<file path="src/rtl/net_chan_bridge_pkg.sv">
// Shared helpers for the channel/network bridge: clog2 and the derivation
// of the channel-id and network-word widths from the channel count.
package net_chan_bridge_pkg;

   function automatic int clog2(input int value);
      int r;
      r = 0;
      while ((1 << r) < value) r++;
      return r;
   endfunction

   // A single-channel id field is never zero bits wide.
   function automatic int id_bits_of(input int chan_num);
      return (clog2(chan_num) < 1) ? 1 : clog2(chan_num);
   endfunction

   function automatic int net_bits_of(input int payload_bits, input int chan_num);
      return id_bits_of(chan_num) + payload_bits;
   endfunction

endpackage

</file>
<file path="src/rtl/net_chan_bridge_chan_fifo.sv">
// Show-ahead FIFO for one ingress channel: rd_data is the head entry whenever
// empty=0. Pushes while full and pops while empty are ignored.
module chan_fifo
   import net_chan_bridge_pkg::*;
#(
   parameter int WIDTH = 32,
   parameter int DEPTH = 4
) (
   input  logic             clk,
   input  logic             reset,
   input  logic             push,
   input  logic [WIDTH-1:0] wr_data,
   input  logic             pop,
   output logic [WIDTH-1:0] rd_data,
   output logic             full,
   output logic             empty
);

   localparam int AW = clog2(DEPTH);

   logic [WIDTH-1:0] mem [DEPTH];
   logic [AW-1:0]    wr_ptr;
   logic [AW-1:0]    rd_ptr;
   logic [AW:0]      count;
   logic             do_push;
   logic             do_pop;

   assign full    = (count == (AW+1)'(DEPTH));
   assign empty   = (count == '0);
   assign do_push = push & ~full;
   assign do_pop  = pop & ~empty;
   assign rd_data = mem[rd_ptr];

   // DEPTH is a power of two, so the pointers wrap by natural overflow.
   always_ff @(posedge clk) begin
      if (reset) begin
         wr_ptr <= '0;
         rd_ptr <= '0;
         count  <= '0;
      end else begin
         if (do_push) wr_ptr <= wr_ptr + 1'b1;
         if (do_pop)  rd_ptr <= rd_ptr + 1'b1;
         case ({do_push, do_pop})
            2'b10:   count <= count + 1'b1;
            2'b01:   count <= count - 1'b1;
            default: count <= count;
         endcase
      end
   end

   always_ff @(posedge clk) begin
      if (do_push) mem[wr_ptr] <= wr_data;
   end

endmodule

</file>
<file path="src/rtl/net_chan_bridge.sv">
// Bridges CHAN_NUM local valid/ready channels onto one network port:
// round-robin egress into a single output register, id-routed ingress FIFOs.
module net_chan_bridge
   import net_chan_bridge_pkg::*;
#(
   parameter  int PAYLOAD_BITS = 32,
   parameter  int CHAN_NUM     = 4,
   parameter  int FIFO_DEPTH   = 4,
   localparam int ID_BITS      = id_bits_of(CHAN_NUM),
   localparam int NET_BITS     = net_bits_of(PAYLOAD_BITS, CHAN_NUM)
) (
   input  logic                             clk,
   input  logic                             reset,
   input  logic [PAYLOAD_BITS*CHAN_NUM-1:0] din,
   input  logic [CHAN_NUM-1:0]              val_in,
   output logic [CHAN_NUM-1:0]              ready_upward,
   output logic [PAYLOAD_BITS*CHAN_NUM-1:0] dout,
   output logic [CHAN_NUM-1:0]              val_out,
   input  logic [CHAN_NUM-1:0]              ready_downward,
   input  logic [NET_BITS-1:0]              net_din,
   input  logic                             net_val_in,
   output logic                             net_ready_upward,
   output logic [NET_BITS-1:0]              net_dout,
   output logic                             net_val_out,
   input  logic                             net_ready_downward,
   output logic [15:0]                      err_cnt
);

   // Every port moves a word only in a cycle where its valid and ready are
   // both high at the rising edge; valid never waits on ready.

   logic                    out_valid_q;
   logic [NET_BITS-1:0]     out_word_q;
   logic                    out_free;
   logic [ID_BITS-1:0]      rr_ptr;
   logic [CHAN_NUM-1:0]     hi_mask;
   logic [CHAN_NUM-1:0]     req_hi;
   logic [ID_BITS-1:0]      hi_idx;
   logic [ID_BITS-1:0]      lo_idx;
   logic [ID_BITS-1:0]      gnt_idx;
   logic                    gnt_found;
   logic [CHAN_NUM-1:0]     gnt_oh;
   logic [PAYLOAD_BITS-1:0] gnt_payload;

   assign out_free    = ~out_valid_q | net_ready_downward;
   assign net_val_out = out_valid_q & ~reset;
   assign net_dout    = out_word_q;

   // Channels strictly above the last grant win first; otherwise wrap to the lowest.
   assign hi_mask = {CHAN_NUM{1'b1}} << ({1'b0, rr_ptr} + 1'b1);
   assign req_hi  = val_in & hi_mask;

   always_comb begin
      hi_idx      = '0;
      lo_idx      = '0;
      gnt_oh      = '0;
      gnt_payload = '0;
      for (int i = CHAN_NUM - 1; i >= 0; i--) begin
         if (req_hi[i]) hi_idx = ID_BITS'(i);
         if (val_in[i]) lo_idx = ID_BITS'(i);
      end
      gnt_found = |val_in;
      gnt_idx   = (|req_hi) ? hi_idx : lo_idx;
      for (int i = 0; i < CHAN_NUM; i++) begin
         gnt_oh[i] = gnt_found && (gnt_idx == ID_BITS'(i));
         if (gnt_oh[i]) gnt_payload = din[i*PAYLOAD_BITS +: PAYLOAD_BITS];
      end
   end

   assign ready_upward = (out_free && !reset) ? gnt_oh : '0;

   always_ff @(posedge clk) begin
      if (reset) begin
         out_valid_q <= 1'b0;
         out_word_q  <= '0;
         rr_ptr      <= ID_BITS'(CHAN_NUM - 1);
      end else if (out_free) begin
         out_valid_q <= gnt_found;
         if (gnt_found) begin
            out_word_q <= {gnt_idx, gnt_payload};
            rr_ptr     <= gnt_idx;
         end
      end
   end

   logic [ID_BITS-1:0]  net_id;
   logic                id_ok;
   logic                sel_full;
   logic                net_accept;
   logic [CHAN_NUM-1:0] full;
   logic [CHAN_NUM-1:0] empty;
   logic [CHAN_NUM-1:0] push;
   logic [CHAN_NUM-1:0] pop;

   assign net_id = net_din[NET_BITS-1 -: ID_BITS];

   always_comb begin
      id_ok    = 1'b0;
      sel_full = 1'b0;
      for (int i = 0; i < CHAN_NUM; i++) begin
         if (net_id == ID_BITS'(i)) begin
            id_ok    = 1'b1;
            sel_full = full[i];
         end
      end
   end

   // Illegal ids are always taken so the network never stalls on them.
   assign net_ready_upward = ~reset & (~id_ok | ~sel_full);
   assign net_accept       = net_val_in & net_ready_upward;

   always_ff @(posedge clk) begin
      if (reset) begin
         err_cnt <= '0;
      end else if (net_accept && !id_ok && err_cnt != 16'hFFFF) begin
         err_cnt <= err_cnt + 16'd1;
      end
   end

   for (genvar g = 0; g < CHAN_NUM; g++) begin : g_chan
      assign push[g]    = net_accept & (net_id == ID_BITS'(g));
      assign pop[g]     = ready_downward[g] & ~empty[g];
      assign val_out[g] = ~empty[g] & ~reset;

      chan_fifo #(
         .WIDTH (PAYLOAD_BITS),
         .DEPTH (FIFO_DEPTH)
      ) u_fifo (
         .clk     (clk),
         .reset   (reset),
         .push    (push[g]),
         .wr_data (net_din[PAYLOAD_BITS-1:0]),
         .pop     (pop[g]),
         .rd_data (dout[g*PAYLOAD_BITS +: PAYLOAD_BITS]),
         .full    (full[g]),
         .empty   (empty[g])
      );
   end

endmodule

</file>
<file path="config.mk">
export PLATFORM = sky130hd
export DESIGN_NAME = net_chan_bridge
export DESIGN_NICKNAME = d
export VERILOG_FILES = /design/src/rtl/net_chan_bridge_pkg.sv /design/src/rtl/net_chan_bridge_chan_fifo.sv /design/src/rtl/net_chan_bridge.sv
export SDC_FILE = /design/constraint.sdc
export NUM_CORES = 1
export LEC_CHECK = 0
export BUFFER_PORTS_ARGS = -buffer_cell sky130_fd_sc_hd__buf_2
export CAP_MARGIN = 0
export CORE_MARGIN = 3
export CORE_UTILIZATION = 35
export DETAILED_ROUTE_END_ITERATION = 8
export GPL_TIMING_DRIVEN = 0
export PLACE_DENSITY = 0.54
export SYNTH_ARGS = -nofsm -noshare
export SYNTH_HDL_FRONTEND = slang
export SYNTH_SLANG_ARGS = --single-unit
</file>
<file path="constraint.sdc">
create_clock -name clk -period 5.45 [get_ports clk]
set_input_delay 0.2725 -clock clk [delete_from_list [all_inputs] [get_ports clk]]
set_output_delay 0.2725 -clock clk [all_outputs]
set_load 0.05 [all_outputs]
</file>
# Yosys cells after proc, flatten, opt, wreduce, memory -nomap -nowiden

Memory sizes are Yosys's and may differ from the RTL's. A register that Yosys moved wholly into a read port is not among the register bits.
Index checks and enable logic that the tools add are counted.

Mux-type cells: 42
Shifts and indexed selects: 1
Magnitude comparators: 0
Add/sub/neg operators: 18
Eq/ne operators: 19
Bitwise logic cells: 38
Reductions and logical operators: 22
Multipliers: 0
Div/mod/pow operators: 0

Operator list:

| operator              | number |
|---|---|
| $mux 32               | 4 |
| $mux 2                | 17 |
| $pmux 3 s2            | 4 |
| $and 1x1->1           | 23 |
| $add 16x1->16 const B | 1 |
| $add 2x1->2 const B   | 8 |
| $eq 2x2->1 const B    | 8 |
| $mux 1                | 16 |
| $ne 16x16->1 const B  | 1 |
| $add 3x1->3 const B   | 4 |
| $eq 2x1->1 const B    | 6 |
| $eq 3x3->1 const B    | 4 |
| $logic_not 3->1       | 4 |
| $not 1->1             | 12 |
| $sub 3x1->3 const B   | 4 |
| $reduce_bool 2->1     | 4 |
| $reduce_or 4->1       | 2 |
| $logic_and 1x1->1     | 7 |
| $and 4x4->4           | 1 |
| $logic_not 2->1       | 2 |
| $mux 4                | 1 |
| $shl 4x3->4 const A   | 1 |
| $add 2x1->3 const B   | 1 |
| $logic_not 1->1       | 2 |
| other kinds (2)       | 3 |

Bits in registers: 81
Memories kept: 4
Bits in writable memories: 512
Latch bits: 0
Input port bits: 174
Bits in read-only memories: 0
Word-level logic and storage cells: 160
Output and inout bits: 188

Memory list:

| name                 | words | bits a word | read ports | clocked after Yosys merged registers in | write ports | RTL line                        | source |
|---|---|---|---|---|---|---|---|
| g_chan[0].u_fifo.mem | 4     | 32          | 1          | 1                                       | 1           | net_chan_bridge_chan_fifo.sv:21 | `logic [WIDTH-1:0] mem [DEPTH];` |
| g_chan[1].u_fifo.mem | 4     | 32          | 1          | 1                                       | 1           | net_chan_bridge_chan_fifo.sv:21 |  |
| g_chan[2].u_fifo.mem | 4     | 32          | 1          | 1                                       | 1           | net_chan_bridge_chan_fifo.sv:21 |  |
| g_chan[3].u_fifo.mem | 4     | 32          | 1          | 1                                       | 1           | net_chan_bridge_chan_fifo.sv:21 |  |

# Longest topological paths before layout

Word-level depth: 14
Depth in mapped cells: 11
Depth with buffers taken out: 10

# By module

Synthesis repeated with hierarchy kept, for this count alone.

Cell total of the unflattened synthesis: 1223
Area, all modules: 23381.2 µm²

Modules (own cells, without submodules):

| module          | cells each | area each (µm²) | sequential area each (µm²) | instances |
|---|---|---|---|---|
| chan_fifo       | 221        | 5143.7          | 4023.9                     | 4 |
| net_chan_bridge | 339        | 2806.4          | 1061.0                     | 1 |

# Worst setup path after synthesis

No wires, ideal clock.

Path type: reg-to-reg
Start: register g_chan[1].u_fifo.count[0]
End: memory g_chan[1].u_fifo.mem[0][0] (enable)
Required time: 5.058 ns
Buffers on the path: 1
Period minus slack after synthesis: 2.200 ns
Arrival: 1.808 ns
Setup time: 0.392 ns
Stages on the path, launching flop included: 6
Setup slack: 3.250 ns
Cell sequence: dfxtp_1 -> inv_1 -> a31oi_1 -> and3b_1 -> clkbuf_1 -> and2_1

Longest elaborated chain between the ends: 12
Elaborated cells on any way between the ends: 13
Those cells by class: eq/ne (1); mux (5); bitwise (7)

RTL lines:

| element                        | RTL line                        | source |
|---|---|---|
| start: declaration             | net_chan_bridge_chan_fifo.sv:24 | `logic [AW:0] count;` |
| start signal: assignment       | net_chan_bridge_chan_fifo.sv:44 | `2'b10: count <= count + 1'b1;` |
| start signal: assignment       | net_chan_bridge_chan_fifo.sv:45 | `2'b01: count <= count - 1'b1;` |
| start signal: assignment       | net_chan_bridge_chan_fifo.sv:46 | `default: count <= count;` |
| $eq 3x3->1 *                   | net_chan_bridge_chan_fifo.sv:28 | `assign full = (count == (AW+1)'(DEPTH));` |
| $mux 1 (3 in a row)            | net_chan_bridge.sv:101          | `if (net_id == ID_BITS'(i)) begin` |
| $not 1->1                      | net_chan_bridge.sv:109          | `assign net_ready_upward = ~reset & (~id_ok \| ~sel_full);` |
| $or 1x1->1                     | net_chan_bridge.sv:109          |  |
| $and 1x1->1                    | net_chan_bridge.sv:109          |  |
| $and 1x1->1                    | net_chan_bridge.sv:110          | `assign net_accept = net_val_in & net_ready_upward;` |
| $and 1x1->1                    | net_chan_bridge.sv:121          | `assign push[g] = net_accept & (net_id == ID_BITS'(g));` |
| $and 1x1->1 *                  | net_chan_bridge_chan_fifo.sv:30 | `assign do_push = push & ~full;` |
| $mux 1 *                       | net_chan_bridge_chan_fifo.sv:52 | `if (do_push) mem[wr_ptr] <= wr_data;` |
| $mux 1 (not written as such) * | net_chan_bridge_chan_fifo.sv:52 |  |
| end: declaration               | net_chan_bridge_chan_fifo.sv:21 |  |

Every way passes the cells marked *; elsewhere a longest branch is shown, timed or not.

==> reports/metrics.cfg <==
[run_status]
status = finished clean

[grt]
first_global_vias = 13400
grt_pass1_wl_mm = 85.8
grt_use_total_pct = 17.3
grt_max_degree = 23
grt_overflow = 0
grt_antenna_before_repair = 3

[sta]
fmax_mhz = 345
slew_violations = 0
clock_skew_ns = 0.0157
worst_pin_slew_ns = 0.953
finalHoldViolCount = 0
min_period_ns = 2.90
rsz0062_at_grt = false
max_slew_margin_pct = 36.5
setup_tns_ns = 0
hold_ws_ns = 0.0485
period_share_pct = 53.2
setup_viol = 0

[worst_setup_path]
crit_type = register to output pin
crit_path_end_kind = output pin
required_ns = 5.18
crit_arrival_ns = 2.63
crit_fanout = 10
cp-start-kind = register

[clock_tree]
cts_max_path_buffers = 3
cts_resized = 0
clk_latency_ns = 0.59
numCtsBuffers = 66
clock-sinks = 601
htreeDepth = 3
cts_root_buffer = clkbuf_16
clk_pin_slew_ns = 0.05
cts_tree = done

[floorplanning]
rows = 92
dieArea_um2 = 68000
core_um2 = 63700
die_y_um = 261
die_w_um = 261
initial_utilization_pct = 35.7
io_pins = 362

[drt]
drt_wl_total_mm = 58.7
ant_nets = 0
vias_per_cell = 5.00
drc = 0
drt_iter0_drc = 953
num_vias = 12700
wire_per_inst_um = 23.1
drtPass1Iterations = 5

[power]
p_per_area_nw_per_um2 = 385
ir_drop_mv = 0.203
p_leak_nw = 9.84
finalPower_mw = 11.0

[yosys]
synth-edff-count = 512
syn_area_per_cell_um2 = 19.7
ys.flop_type = edfxtp_1
ys_seq_area_share_pct = 75.5
async_flop_share_pct = 0
synth_nets = 1350
ys_warn_count = 0
synth_area_um2 = 22700
yosysUniqueCellTypes = 49
synth-seq-cells = 601
synthCells = 1152

[min_path]
hp-class = input port to register

[placed_design]
dp_hpwl_mm = 40.3
portBuffers = 357
gp_congestion = 0.855
place_area_um2 = 25900

[cells_and_area]
n_fill_cell = 5587
num-nets-final = 1837
stdcell_area_um2 = 28500
drive_gt1_share_pct = 38.6
area_growth_pct = 25.3

[run]
maxCapViolCount = 0

## metal layers
metal / global-route usage [%] / wire (um) / part of all wire, % / up-vias
li1: - / - / - / 5654
met1: 21.6 / 23700 / 40 / 6535
met2: 30.0 / 30100 / 51 / 426
met3: 4.15 / 3930 / 6.7 / 69
met4: 4.60 / 974 / 1.7 / 2
met5: 0 / 11 / 0.019 / -
## synth_stat cells, types with 6 or more instances
| cell type | number | area, um2 |
|---|---|---|
| a222oi_1 | 23 | 230 |
| nor3_1 | 7 | 35.0 |
| nor2b_1 | 23 | 144 |
| nand2b_1 | 6 | 37.5 |
| nor2_1 | 70 | 263 |
| a211oi_1 | 23 | 173 |
| o21ai_1 | 10 | 50.1 |
| dfxtp_1 | 89 | 1780 |
| o221ai_1 | 9 | 78.8 |
| mux4_2 | 128 | 2880 |
| and2_1 | 16 | 100 |
| buf_1 | 6 | 22.5 |
| a221oi_1 | 10 | 87.6 |
| a21oi_1 | 34 | 170 |
| edfxtp_1 | 512 | 15400 |
| xor2_1 | 12 | 105 |
| buf_6 | 6 | 67.6 |
| clkbuf_1 | 22 | 82.6 |
| xnor2_1 | 8 | 70.1 |
| nand2_1 | 19 | 71.3 |
| inv_1 | 27 | 101 |
| ha_1 | 20 | 250 |
| buf_2 | 23 | 115 |
| o21ai_0 | 6 | 30.0 |
## sequential cells by signal, summed over array words and instances (netlist names), named ones only
name / cells
err_cnt: 16
g_chan.u_fifo.count: 12
g_chan.u_fifo.mem: 512
g_chan.u_fifo.rd_ptr: 8
g_chan.u_fifo.wr_ptr: 8
net_dout: 34
out_valid_q: 1
rr_ptr: 2
## final cells by class
| type | instances | area (um2) | share of cell area [%] |
|---|---|---|---|
| multi-input cells | 461 | 5170 | 18.1 |
| well taps | 846 | 1060 | 3.72 |
| flip-flops and latches | 601 | 17200 | 60.3 |
| clock buffers | 83 | 1760 | 6.18 |
| repair buffers | 419 | 2590 | 9.10 |
| diodes | 1 | 2.50 | 0.00879 |
| inverters | 29 | 109 | 0.382 |
| plain buffers | 61 | 318 | 1.12 |
| clock inverters | 36 | 310 | 1.09 |
## cell families (layout without fill, tap and decap cells)
| family | count (synthesis) | count (layout) | share of synthesized area [%] |
|---|---|---|---|
| adders and majority gates | 24 | 24 | 1.45 |
| AOI/OAI and AO/OA | 132 | 132 | 4.32 |
| xor gates and xnor gates | 20 | 20 | 0.771 |
| muxes | 131 | 131 | 12.8 |
| and+or+nand+nor | 154 | 154 | 3.29 |
| other | 0 | 1 | 0 |
| buffers and inverters | 90 | 628 | 1.88 |
| DFF | 601 | 601 | 75.5 |
## where the power goes
part | leakage [nW] | internal, mW | switching (mW)
combinational | 3.49 | 0.515 | 1.08
sequential | 5.34 | 5.06 | 0.0396
clock | 1.01 | 2.49 | 1.78
total | 9.84 | 8.07 | 2.90
## critical path, stage by stage, from the launching register on
cell and delay (ns):
dfxtp_1 0.30, clkbuf_1 0.37, buf_2 0.48, mux4_2 0.63
buf_2 0.25
## stage by stage
stage	cells	setup slack [ns]	utilization [%]
2_1_floorplan	1152	3.25	-
3_3_place_gp	2355	1.98	40.2
3_5_place_dp	2371	2.98	40.7
4_1_cts	2536	2.43	44.7
5_1_grt	2536	2.39	44.7
6_report	2537	2.55	44.7
## placed cells by master, fill, tap and decap left out, types with 13 or more instances in the layout
master	instances
ha_1	20
mux4_2	128
buf_12	13
a21oi_1	34
edfxtp_1	512
clkinv_1	13
clkbuf_1	37
a211oi_1	23
clkbuf_16	68
a222oi_1	23
dfxtp_1	89
nand2_1	19
nor2_1	70
and2_2	16
inv_1	27
nor2b_1	23
buf_2	380
dlygate4sd3_1	46
## path summary, 6_finish.rpt
kind                                    from           end  cells after the start  slack, ns
worst max-delay path                register      dout[33]                      4       2.55
worst min-delay path                din[119]  net_dout[23]                      3       0.05
worst min register to register  net_dout[10]  net_dout[10]                      2       0.46
worst max register to register     rr_ptr[0]  net_dout[28]                      8       2.59
## repair_timing
action / 4_1_cts / 5_1_grt
setup endpoints to repair: 0 / 0
hold endpoints to repair: 29 / 0
buffers inserted: 0 / 0
hold buffers: 46 / 0
Power figures use the tool's default switching activity.
